[src/rtl/pipeline_hazard_ctrl.sv]
// Stall/flush sequencer for the 5-stage pipeline: RAW detection, branch flush,
// multi-cycle data-memory wait FSM and saturating stall/bubble counters.
module pipeline_hazard_ctrl #(
  parameter int REG_ADDR_W      = 4,
  parameter int MEM_WAIT_CYCLES = 3,
  parameter int CNT_W           = 16
) (
  input  logic                  clk,
  input  logic                  rst,
  input  logic                  fwd_en,
  input  logic [REG_ADDR_W-1:0] id_src1,
  input  logic [REG_ADDR_W-1:0] id_src2,
  input  logic                  id_src2_valid,
  input  logic                  id_src1_valid,
  input  logic [REG_ADDR_W-1:0] ex_dest,
  input  logic                  ex_wb_en,
  input  logic                  ex_mem_read,
  input  logic [REG_ADDR_W-1:0] mem_dest,
  input  logic                  mem_wb_en,
  input  logic                  mem_req,
  input  logic                  ex_branch_taken,
  input  logic                  cnt_clear,
  output logic                  freeze_pc,
  output logic                  freeze_if_id,
  output logic                  flush_if_id,
  output logic                  flush_id_ex,
  output logic                  freeze_back,
  output logic [CNT_W-1:0]      mem_stall_cnt,
  output logic [CNT_W-1:0]      bubble_cnt
);

  typedef enum logic {
    RUN  = 1'b0,
    WAIT = 1'b1
  } state_t;

  localparam int                WC_W    = (MEM_WAIT_CYCLES > 1) ? $clog2(MEM_WAIT_CYCLES) : 1;
  localparam logic [WC_W-1:0]   WC_LOAD = WC_W'((MEM_WAIT_CYCLES > 0) ? MEM_WAIT_CYCLES - 1 : 0);
  localparam logic              WAIT_EN = (MEM_WAIT_CYCLES != 0);
  localparam logic [CNT_W-1:0]  CNT_MAX = '1;

  state_t          state;
  logic [WC_W-1:0] wait_cnt;
  logic            ex_hit;
  logic            mem_hit;
  logic            hazard;
  logic            mem_stall;
  logic            bubble;

  // Source/destination matching and RAW hazard decision
  always_comb begin
    ex_hit  = (id_src1_valid & (id_src1 == ex_dest)) | (id_src2_valid & (id_src2 == ex_dest));
    mem_hit = (id_src1_valid & (id_src1 == mem_dest)) | (id_src2_valid & (id_src2 == mem_dest));
    if (fwd_en) begin
      hazard = ex_wb_en & ex_mem_read & ex_hit;
    end else begin
      hazard = (ex_wb_en & ex_hit) | (mem_wb_en & mem_hit);
    end
    mem_stall = ((state == RUN) & mem_req & WAIT_EN) | ((state == WAIT) & (wait_cnt != '0));
  end

  // Prioritised control outputs; a memory stall holds everything, deferring branch/hazard
  always_comb begin
    freeze_pc    = 1'b0;
    freeze_if_id = 1'b0;
    flush_if_id  = 1'b0;
    flush_id_ex  = 1'b0;
    freeze_back  = 1'b0;
    bubble       = 1'b0;
    if (rst) begin
      bubble = 1'b0;
    end else if (mem_stall) begin
      freeze_pc    = 1'b1;
      freeze_if_id = 1'b1;
      freeze_back  = 1'b1;
    end else if (ex_branch_taken) begin
      flush_if_id = 1'b1;
      flush_id_ex = 1'b1;
    end else if (hazard) begin
      freeze_pc    = 1'b1;
      freeze_if_id = 1'b1;
      flush_id_ex  = 1'b1;
      bubble       = 1'b1;
    end else begin
      bubble = 1'b0;
    end
  end

  // Wait-state FSM; the WAIT cycle with wait_cnt==0 is the release cycle
  always_ff @(posedge clk or posedge rst) begin
    if (rst) begin
      state    <= RUN;
      wait_cnt <= '0;
    end else begin
      case (state)
        RUN: begin
          if (mem_req && WAIT_EN) begin
            state    <= WAIT;
            wait_cnt <= WC_LOAD;
          end
        end
        WAIT: begin
          if (wait_cnt != '0) begin
            wait_cnt <= wait_cnt - WC_W'(1);
          end else begin
            state <= RUN;
          end
        end
        default: begin
          state    <= RUN;
          wait_cnt <= '0;
        end
      endcase
    end
  end

  // Saturating performance counters, clear wins over increment
  always_ff @(posedge clk or posedge rst) begin
    if (rst) begin
      mem_stall_cnt <= '0;
      bubble_cnt    <= '0;
    end else if (cnt_clear) begin
      mem_stall_cnt <= '0;
      bubble_cnt    <= '0;
    end else begin
      if (mem_stall && (mem_stall_cnt != CNT_MAX)) begin
        mem_stall_cnt <= mem_stall_cnt + CNT_W'(1);
      end
      if (bubble && (bubble_cnt != CNT_MAX)) begin
        bubble_cnt <= bubble_cnt + CNT_W'(1);
      end
    end
  end

endmodule

[config.mk]
export PLATFORM = sky130hd
export DESIGN_NAME = pipeline_hazard_ctrl
export DESIGN_NICKNAME = d
export VERILOG_FILES = /design/src/rtl/pipeline_hazard_ctrl.sv
export SDC_FILE = /design/constraint.sdc
export NUM_CORES = 1
export LEC_CHECK = 0
export ABC_AREA = 0
export CAP_MARGIN = 20
export CORE_ASPECT_RATIO = 0.6
export CORE_UTILIZATION = 49
export CTS_BUF_LIST = sky130_fd_sc_hd__clkbuf_8
export DETAILED_ROUTE_END_ITERATION = 8
export PLACE_DENSITY_LB_ADDON = 0.08
export REMOVE_ABC_BUFFERS = 1
export SLEW_MARGIN = 25
export SYNTH_ARGS = -nofsm -noshare
export SYNTH_HDL_FRONTEND = slang
export SYNTH_SLANG_ARGS = --single-unit
[constraint.sdc]
create_clock -name clk -period 2.9 [get_ports clk]
set_clock_uncertainty 0.15 [all_clocks]
set_input_delay 0.58 -clock clk [delete_from_list [all_inputs] [get_ports clk]]
set_output_delay 0.58 -clock clk [all_outputs]
set_load 0.1 [all_outputs]
Yosys cells after proc, flatten, opt, wreduce, memory -nomap -nowiden --
Index checks and enable logic that the tools add are counted. Widths: inputs -> output; s select.
Cells by class: bitwise operators 15, add/subtract/negate cells 3, reductions and logical operators 6, equality and inequality tests 8, muxes and demuxes 25
Operator list (count):
- $mux 16 | 4
- $add 16x1->16 const B | 2
- $ne 16x16->1 const B | 2
- $mux 1 | 17
- $eq 4x4->1 | 4
- $and 1x1->1 | 10
- $reduce_bool 2->1 | 3
- $mux 2 | 2
- $or 1x1->1 | 4
- $pmux 2 s2 | 1
- $logic_and 1x1->1 | 2
- $ne 2x1->1 const B | 1
- $ne 2x2->1 const B | 1
- $pmux 1 s2 | 1
- $reduce_and 2->1 | 1
- $sub 2x1->2 const B | 1
- $not 1->1 | 1
Word-level totals: bits of input ports 27, register bits 35

Longest topological paths before layout --
Gate-level depths: netlist of the first run.
depth in word-level cells 13, mapped depth 11, depth with buffers taken out 10

Worst setup path after synthesis of the first run --
No wires, ideal clock.
kind input to output, from input ex_dest[1], to output flush_id_ex, data arrival time 3.604 ns, path slack -1.434 ns, data required time 2.170 ns, path buffers 1, cell stages on the path 7, path through xnor2_1 nand3_1 nor3_1 a31oi_1 and2_1 buf_2 a21boi_0
Between the ends: word-level cells in the longest chain between the ends 10
RTL lines:
- from (decl) | RTL line 15 | input logic [REG_ADDR_W-1:0] ex_dest,
- $eq 4x4->1 | RTL line 52 | ex_hit = (id_src1_valid & (id_src1 == ex_dest)) | (id_src2_valid & (id_src2 == ex_dest));
- $and 1x1->1 | RTL line 52
- $or 1x1->1 (*) | RTL line 52
- $and 1x1->1 | RTL line 57 | hazard = (ex_wb_en & ex_hit) | (mem_wb_en & mem_hit);
- $or 1x1->1 | RTL line 57
- $mux 1 (*) | RTL line 54 | if (fwd_en) begin
- $mux 1 (*) | RTL line 79 | end else if (hazard) begin
- $mux 1 (*) | RTL line 76 | end else if (ex_branch_taken) begin
- $mux 1 (*) | RTL line 72 | end else if (mem_stall) begin
- $mux 1 (*) | RTL line 70 | if (rst) begin
- to (decl) | RTL line 26 | output logic flush_id_ex,
Every way passes the cells marked *; elsewhere a longest branch is shown, timed or not.

Final worst setup path of the first run --
from input id_src2[1], to output freeze_pc
Between the ends: word-level cells in the longest chain between the ends 10
RTL lines:
- from (decl) | RTL line 12 | input logic [REG_ADDR_W-1:0] id_src2,
- $eq 4x4->1, on equally long branches | RTL line 52, 53
- $and 1x1->1, on equally long branches | RTL line 52, 53
- $or 1x1->1, on equally long branches | RTL line 52, 53
- $and 1x1->1 | RTL line 57
- $or 1x1->1 | RTL line 57
- $mux 1 (*) | RTL line 54
- $mux 1 (*) | RTL line 79
- $mux 1 (*) | RTL line 76
- $mux 1 (*) | RTL line 72
- $mux 1 (*) | RTL line 70
- to (decl) | RTL line 23 | output logic freeze_pc,
Marked as above.

==> flow_metrics.tcl, run 1 <==
set metrics [dict create \
    outcome "finished clean" \
    peakVddDrop_mv 0.600 \
    first_pass_iters 4 \
    h-tree-depth 2 \
    grt_max_degree 25 \
    clockBufferDepth 2 \
    drt-total-wl_mm 5.65 \
    synth_async_sr_flop_share_pct 100 \
    slew_viol_final 0 \
    port_buffers 63 \
    synth_ff_type "dfrtp_1" \
    grt.overflow.total 0 \
    hold_path_class "flip-flop to flip-flop" \
    cts_setup_buffers 0 \
    layout-drive-gt1-share_pct 26.4 \
    synth_edf_count 0 \
    period_share_pct 97.1 \
    worstMarginPinSlew_ns 0.558 \
    p_leak_nw 1.37 \
    fin_nets 343 \
    cpPeakStageDelay_ns 0.30 \
    viasPerCell 5.40 \
    grt_pass1_vias 1686 \
    fin_ws_ns 0.0843 \
    syn_area_sq_um 2110 \
    area.sequential_sq_um 876 \
    dp_hpwl_mm 4.15 \
    critical_path.cell_chain "dlygate4sd2_1 > xor2_1 > nor4_4 > a31oi_2 > a21o_1 > a21oi_2 > buf_6 > buf_12" \
    dieHeight_microns 52.8 \
    required_ns 2.17 \
    holdBufCountCts 0 \
    start_util_pct 51.2 \
    slowest_stage "nor4_4" \
    hold_ws_ns 0.358 \
    nFillCells 328 \
    num_rows 18 \
    dieWidth_microns 86.7 \
    fin_crit_ns 2.82 \
    ios 64 \
    track_usage_pct 24.3 \
    synthCells 234 \
    rsz0062_at_grt "false" \
    cts_sinks 35 \
    tritoncts "yes" \
    cp_max_fo 3 \
    clock_latency_ns 0.28 \
    drc 0 \
    synth.distinct_cells 41 \
    max_cap_viol_count 0 \
    diodes 0 \
    synth_area_leaders "dfrtp_1 (42%), xor2_1 (7.1%), xnor2_1 (4.6%), nor2_1 (4.1%), nand2_1 (3.4%)" \
    ys_ff_latch 35 \
    postSynthAreaPerCell_sq_um 9.01 \
    seq_area_frac_synth_pct 41.5 \
    drt_iter0_markers 71 \
    grt_antenna_before_repair 0 \
    yosys_warnings 0 \
    cp.arrival_ns 2.09 \
    slew_headroom_pct 62.5 \
    area_growth_pct 44.0 \
    grt_pass1_wl_mm 8.24 \
    via_count 2018 \
    setup_viol 0 \
    dieArea_sq_um 4580 \
    fp.coreArea_sq_um 4120 \
    cts.clk_slew.worst_paths_ns 0.07 \
    crit_type "input port to output port" \
    fmax_mhz 355 \
    wire_per_inst_microns 15.1 \
    pre_cts_ws_ns -0.148 \
    hold_violations 0 \
    numCtsBuffers 5 \
    antenna_left 0 \
    cp-start-kind "input port" \
    synth_top_area_share_pct 41.5 \
    power.density_nw_per_um2 544 \
    place.gp.congestion 0.787 \
    multiInputGateArea_sq_um 1230 \
    clock-root-buffer "clkbuf_8" \
    yosysTopAreaCell "dfrtp_1" \
    endpoint_kind "output port" \
]
where the power goes:
part | switching [mW] | total (mW) | leakage (nW) | internal, mW
Clock | 0.173 | 0.335 | 0.0505 | 0.162
Sequential | 0.0304 | 0.555 | 0.480 | 0.524
Combinational | 0.488 | 0.762 | 0.844 | 0.274
Total | 0.692 | 1.65 | 1.37 | 0.960
synthesized netlist by cell type, drive strengths merged (6+ instances only):
| cell | instances |
|---|---|
| xor2 | 17 |
| o21ai | 7 |
| nor2 | 24 |
| o31ai | 7 |
| a21oi | 14 |
| nor3 | 7 |
| or3 | 6 |
| xnor2 | 11 |
| nand3 | 12 |
| nand4 | 7 |
| clkbuf | 6 |
| inv | 9 |
| dfrtp | 35 |
| nand2 | 20 |
| and3 | 6 |
| or4 | 7 |
layer usage:
metal | wire length [microns] | share of wire, % | global-route usage, % | vias up
li1 | - | - | - | 981
met1 | 2900 | 51 | 37.3 | 971
met2 | 2380 | 42 | 32.9 | 61
met3 | 345 | 6.1 | 6.61 | 5
met4 | 31 | 0.55 | 5.56 | 0
met5 | 0 | 0 | 0 | -
cells in the final DEF (no fill, tap or decap), types with 5 or more instances in the layout:
master | Yosys | layout
nor3_1 | 7 | 5
nor2_1 | 23 | 23
nand3_1 | 12 | 11
or3_1 | 6 | 6
buf_12 | 0 | 6
dfrtp_1 | 35 | 35
o21ai_0 | 7 | 7
xor2_1 | 17 | 16
dlygate4sd2_1 | 0 | 17
or4_1 | 7 | 7
and3_1 | 6 | 6
inv_1 | 8 | 10
xnor2_1 | 11 | 10
nand2_1 | 19 | 19
o31ai_1 | 7 | 7
clkbuf_8 | 0 | 5
buf_4 | 1 | 48
a21oi_1 | 13 | 12
clkdlybuf4s50_1 | 0 | 5
nand4_1 | 7 | 7
through the flow:
stage	TNS [ns]	util [%]	cells	power (mW)	area (sq um)
after floorplan	-6.17	-	225	1.04	2070
after global placement	-1.07	70.2	366	1.30	2890
after detailed placement	-1.08	70.2	366	1.31	2890
after CTS	0	72.2	374	1.64	2980
after global routing	0	73.7	374	1.73	3040
final	0	73.7	374	1.65	3040
critical path, delay by kind of cell:
family	cells	cell delay [ns]
xor gates and xnor gates	1	0.19
buffers and inverters	3	0.57
and+or+nand+nor	1	0.30
AOI/OAI and AO/OA	3	0.43
area by class of cell:
| class | count | area share [%] |
|---|---|---|
| Timing Repair Buffer | 81 | 24.2 |
| Clock buffer | 5 | 2.27 |
| Multi-Input combinational cell | 181 | 40.6 |
| Tap cell | 60 | 2.47 |
| Sequential cell | 35 | 28.8 |
| Inverter | 9 | 1.19 |
| Clock inverter | 3 | 0.412 |
registers in the layout, summed over array words and instances, names as in the netlist:
signal / count
bubble_cnt: 16
mem_stall_cnt: 16
state: 1
wait_cnt: 2
path summary, 6_finish.rpt:
check,startpoint,endpoint,slack (ns),depth (start not counted)
worst max-delay path,id_src2[1],freeze_pc,0.08,8
worst min-delay path,wait_cnt[0],wait_cnt[0],0.36,1
worst max register to register,wait_cnt[0],bubble_cnt[14],0.40,10
worst min register to register,wait_cnt[0],wait_cnt[0],0.36,1
max in group asynchronous,rst,bubble_cnt[9],1.35,3
min in group asynchronous,rst,mem_stall_cnt[7],0.75,2
kinds of logic (layout without fill, tap and decap cells):
group | after synthesis | after routing | share of synthesized area (%)
AOI/OAI and AO/OA | 38 | 38 | 11.6
xor gates and xnor gates | 28 | 28 | 11.6
adders and majority gates | 3 | 3 | 1.78
buffers and inverters | 18 | 98 | 3.62
DFF | 35 | 35 | 41.5
muxes | 6 | 6 | 3.09
and+or+nand+nor | 106 | 106 | 26.8
repair_timing:
action                     4_1_cts  5_1_grt
pin swaps                       10        8
resized for setup               26       12
setup endpoints to repair        3        3
Note: power is estimated with default switching activity, not from simulation.
==> run 2, diff against run 1 <==
--- a/config.mk
+++ b/config.mk
@@ -10,6 +10,7 @@
 export CORE_ASPECT_RATIO = 0.6
 export CORE_UTILIZATION = 49
 export CTS_BUF_LIST = sky130_fd_sc_hd__clkbuf_8
+export CTS_CLUSTER_DIAMETER = 30
 export DETAILED_ROUTE_END_ITERATION = 8
 export PLACE_DENSITY_LB_ADDON = 0.08
 export REMOVE_ABC_BUFFERS = 1
==> results of run 2 <==
The final DEF is identical to that of run 1; final timing and power are the same.
==> run 3, diff against run 2 <==
--- a/config.mk
+++ b/config.mk
@@ -13,7 +13,6 @@
 export CTS_CLUSTER_DIAMETER = 30
 export DETAILED_ROUTE_END_ITERATION = 8
 export PLACE_DENSITY_LB_ADDON = 0.08
-export REMOVE_ABC_BUFFERS = 1
 export SLEW_MARGIN = 25
 export SYNTH_ARGS = -nofsm -noshare
 export SYNTH_HDL_FRONTEND = slang
==> flow_metrics.tcl, run 3 (synthesis results as in run 1) <==
set metrics [dict create \
    outcome "finished with violations" \
    violations "setup timing" \
    fmax_mhz 341 \
    dieArea_sq_um 4580 \
    layout_common_cells "buf_4 (59), dfrtp_1 (35), nor2_1 (23), nand2_1 (19), xor2_1 (14)" \
    layout_commonest_cell "buf_4" \
    fin_ws_ns -0.0341 \
    num_rows 18 \
    grt_pass1_wl_mm 9.41 \
    slew_headroom_pct 54.1 \
    clockBufferDepth 2 \
    h-tree-depth 2 \
    drt-total-wl_mm 6.29 \
    diodes 0 \
    top_regs "bubble_cnt (16), mem_stall_cnt (16), wait_cnt (2)" \
    tritoncts "yes" \
    cp-start-kind "input port" \
    fin_nets 353 \
    power.density_nw_per_um2 535 \
    numCtsBuffers 5 \
    period_share_pct 101 \
    grt_max_degree 22 \
    fp.coreArea_sq_um 4120 \
    regToRegSetupSlack_ns 0.32 \
    syn_nets 264 \
    dieHeight_microns 52.8 \
    grt_pass1_vias 1977 \
    clock-root-buffer "clkbuf_8" \
    crit_type "input port to flip-flop" \
    dp_hpwl_mm 4.08 \
    setup_tns_ns -0.0731 \
    grt_antenna_before_repair 0 \
    port_buffers 63 \
    hold_violations 0 \
    wire_per_inst_microns 16.4 \
    endpoint_kind "flip-flop" \
    drt_iter0_markers 177 \
    layout-drive-gt1-share_pct 33.7 \
    grt.overflow.total 0 \
    viasPerCell 5.56 \
    fin_crit_ns 2.93 \
    required_ns 2.93 \
    track_usage_pct 27.5 \
    dieWidth_microns 86.7 \
    cts_sinks 35 \
    area_growth_pct 51.8 \
    cp_max_fo 3 \
    cts.clk_slew.worst_paths_ns 0.07 \
    start_util_pct 51.2 \
    pre_cts_ws_ns -0.227 \
    max_cap_viol_count 0 \
    p_leak_nw 1.44 \
    nFillCells 297 \
    setup_viol 3 \
    first_pass_iters 6 \
    cp.arrival_ns 2.96 \
    antenna_left 0 \
    clock_latency_ns 0.29 \
    slew_viol_final 0 \
    multiInputGateArea_sq_um 1320 \
    drc 0 \
    holdBufCountCts 0 \
    ios 64 \
    area.sequential_sq_um 876 \
    worstMarginPinSlew_ns 0.671 \
    place.gp.congestion 0.842 \
    via_count 2131 \
    hold_path_class "flip-flop to flip-flop" \
    peakVddDrop_mv 0.432 \
]
[run 3: cell count changes in the layout (fill, tap and decap cells not counted), sizes merged]
cell           before  now
clkdlybuf4s15       2    6
dlygate4sd2        17   11
clkbuf              5    9
inv                11    9
buf                55   65
clkdlybuf4s50       5    4
[run 3: path summary, 6_finish.rpt]
check | start | endpoint | cells past startpoint
max in group asynchronous | rst | bubble_cnt[2] | 4
setup reg to reg | wait_cnt[1] | bubble_cnt[15] | 10
min in group asynchronous | rst | mem_stall_cnt[8] | 4
hold / removal | wait_cnt[0] | wait_cnt[0] | 1
hold reg to reg | wait_cnt[0] | wait_cnt[0] | 1
setup / recovery | mem_dest[0] | bubble_cnt[15] | 12
[run 3: per-stage QoR]
stage               total power [mW]  instances  utilization (%)  area [sq um]  hold WS, ns
floorplan                       1.08        234                -          2150        0.307
global placement                1.30        364             70.2          2890        0.325
detailed placement              1.32        364             70.2          2890        0.346
CTS                             1.69        382             75.0          3090        0.357
global route                    1.78        383             77.7          3200        0.375
finish                          1.71        383             77.7          3200        0.354
[run 3: power breakdown]
group	internal, mW	switching, mW
registers	0.524	0.0314
logic	0.273	0.521
clock network	0.186	0.177
[run 3: worst max-delay path, stage by stage]
cell           delay (ns)
dlygate4sd2_1        0.28
xor2_1               0.18
nor4_4               0.31
a31oi_4              0.07
buf_4                0.16
buf_4                0.12
buf_4                0.12
buf_4                0.12
buf_4                0.12
a2111oi_0            0.64
xnor2_1              0.20
nor2_1               0.06
[run 3: final cells by class]
| cell class | instances | area share, % |
|---|---|---|
| inverters | 9 | 1.13 |
| well taps | 60 | 2.35 |
| clock inverters | 1 | 0.156 |
| multi-input cells | 181 | 41.3 |
| flip-flops and latches | 35 | 27.4 |
| clock buffers | 6 | 2.58 |
| repair buffers | 91 | 25.1 |
[run 3: layer usage]
metal  share of wire, %  track usage, %  up-vias
li1                   -               -     1007
met1                 46            38.1     1029
met5                  0               0        -
met2                 46            43.1       80
met4                1.4            6.11        0
met3                6.3            7.56       15
[run 3: repair_timing]
| item | in CTS | in global routing |
|---|---|---|
| setup endpoints to repair | 3 | 4 |
| resized for setup | 35 | 25 |
| pin swaps | 12 | 15 |
| buffers inserted | 11 | 1 |
| cloned | 0 | 0 |
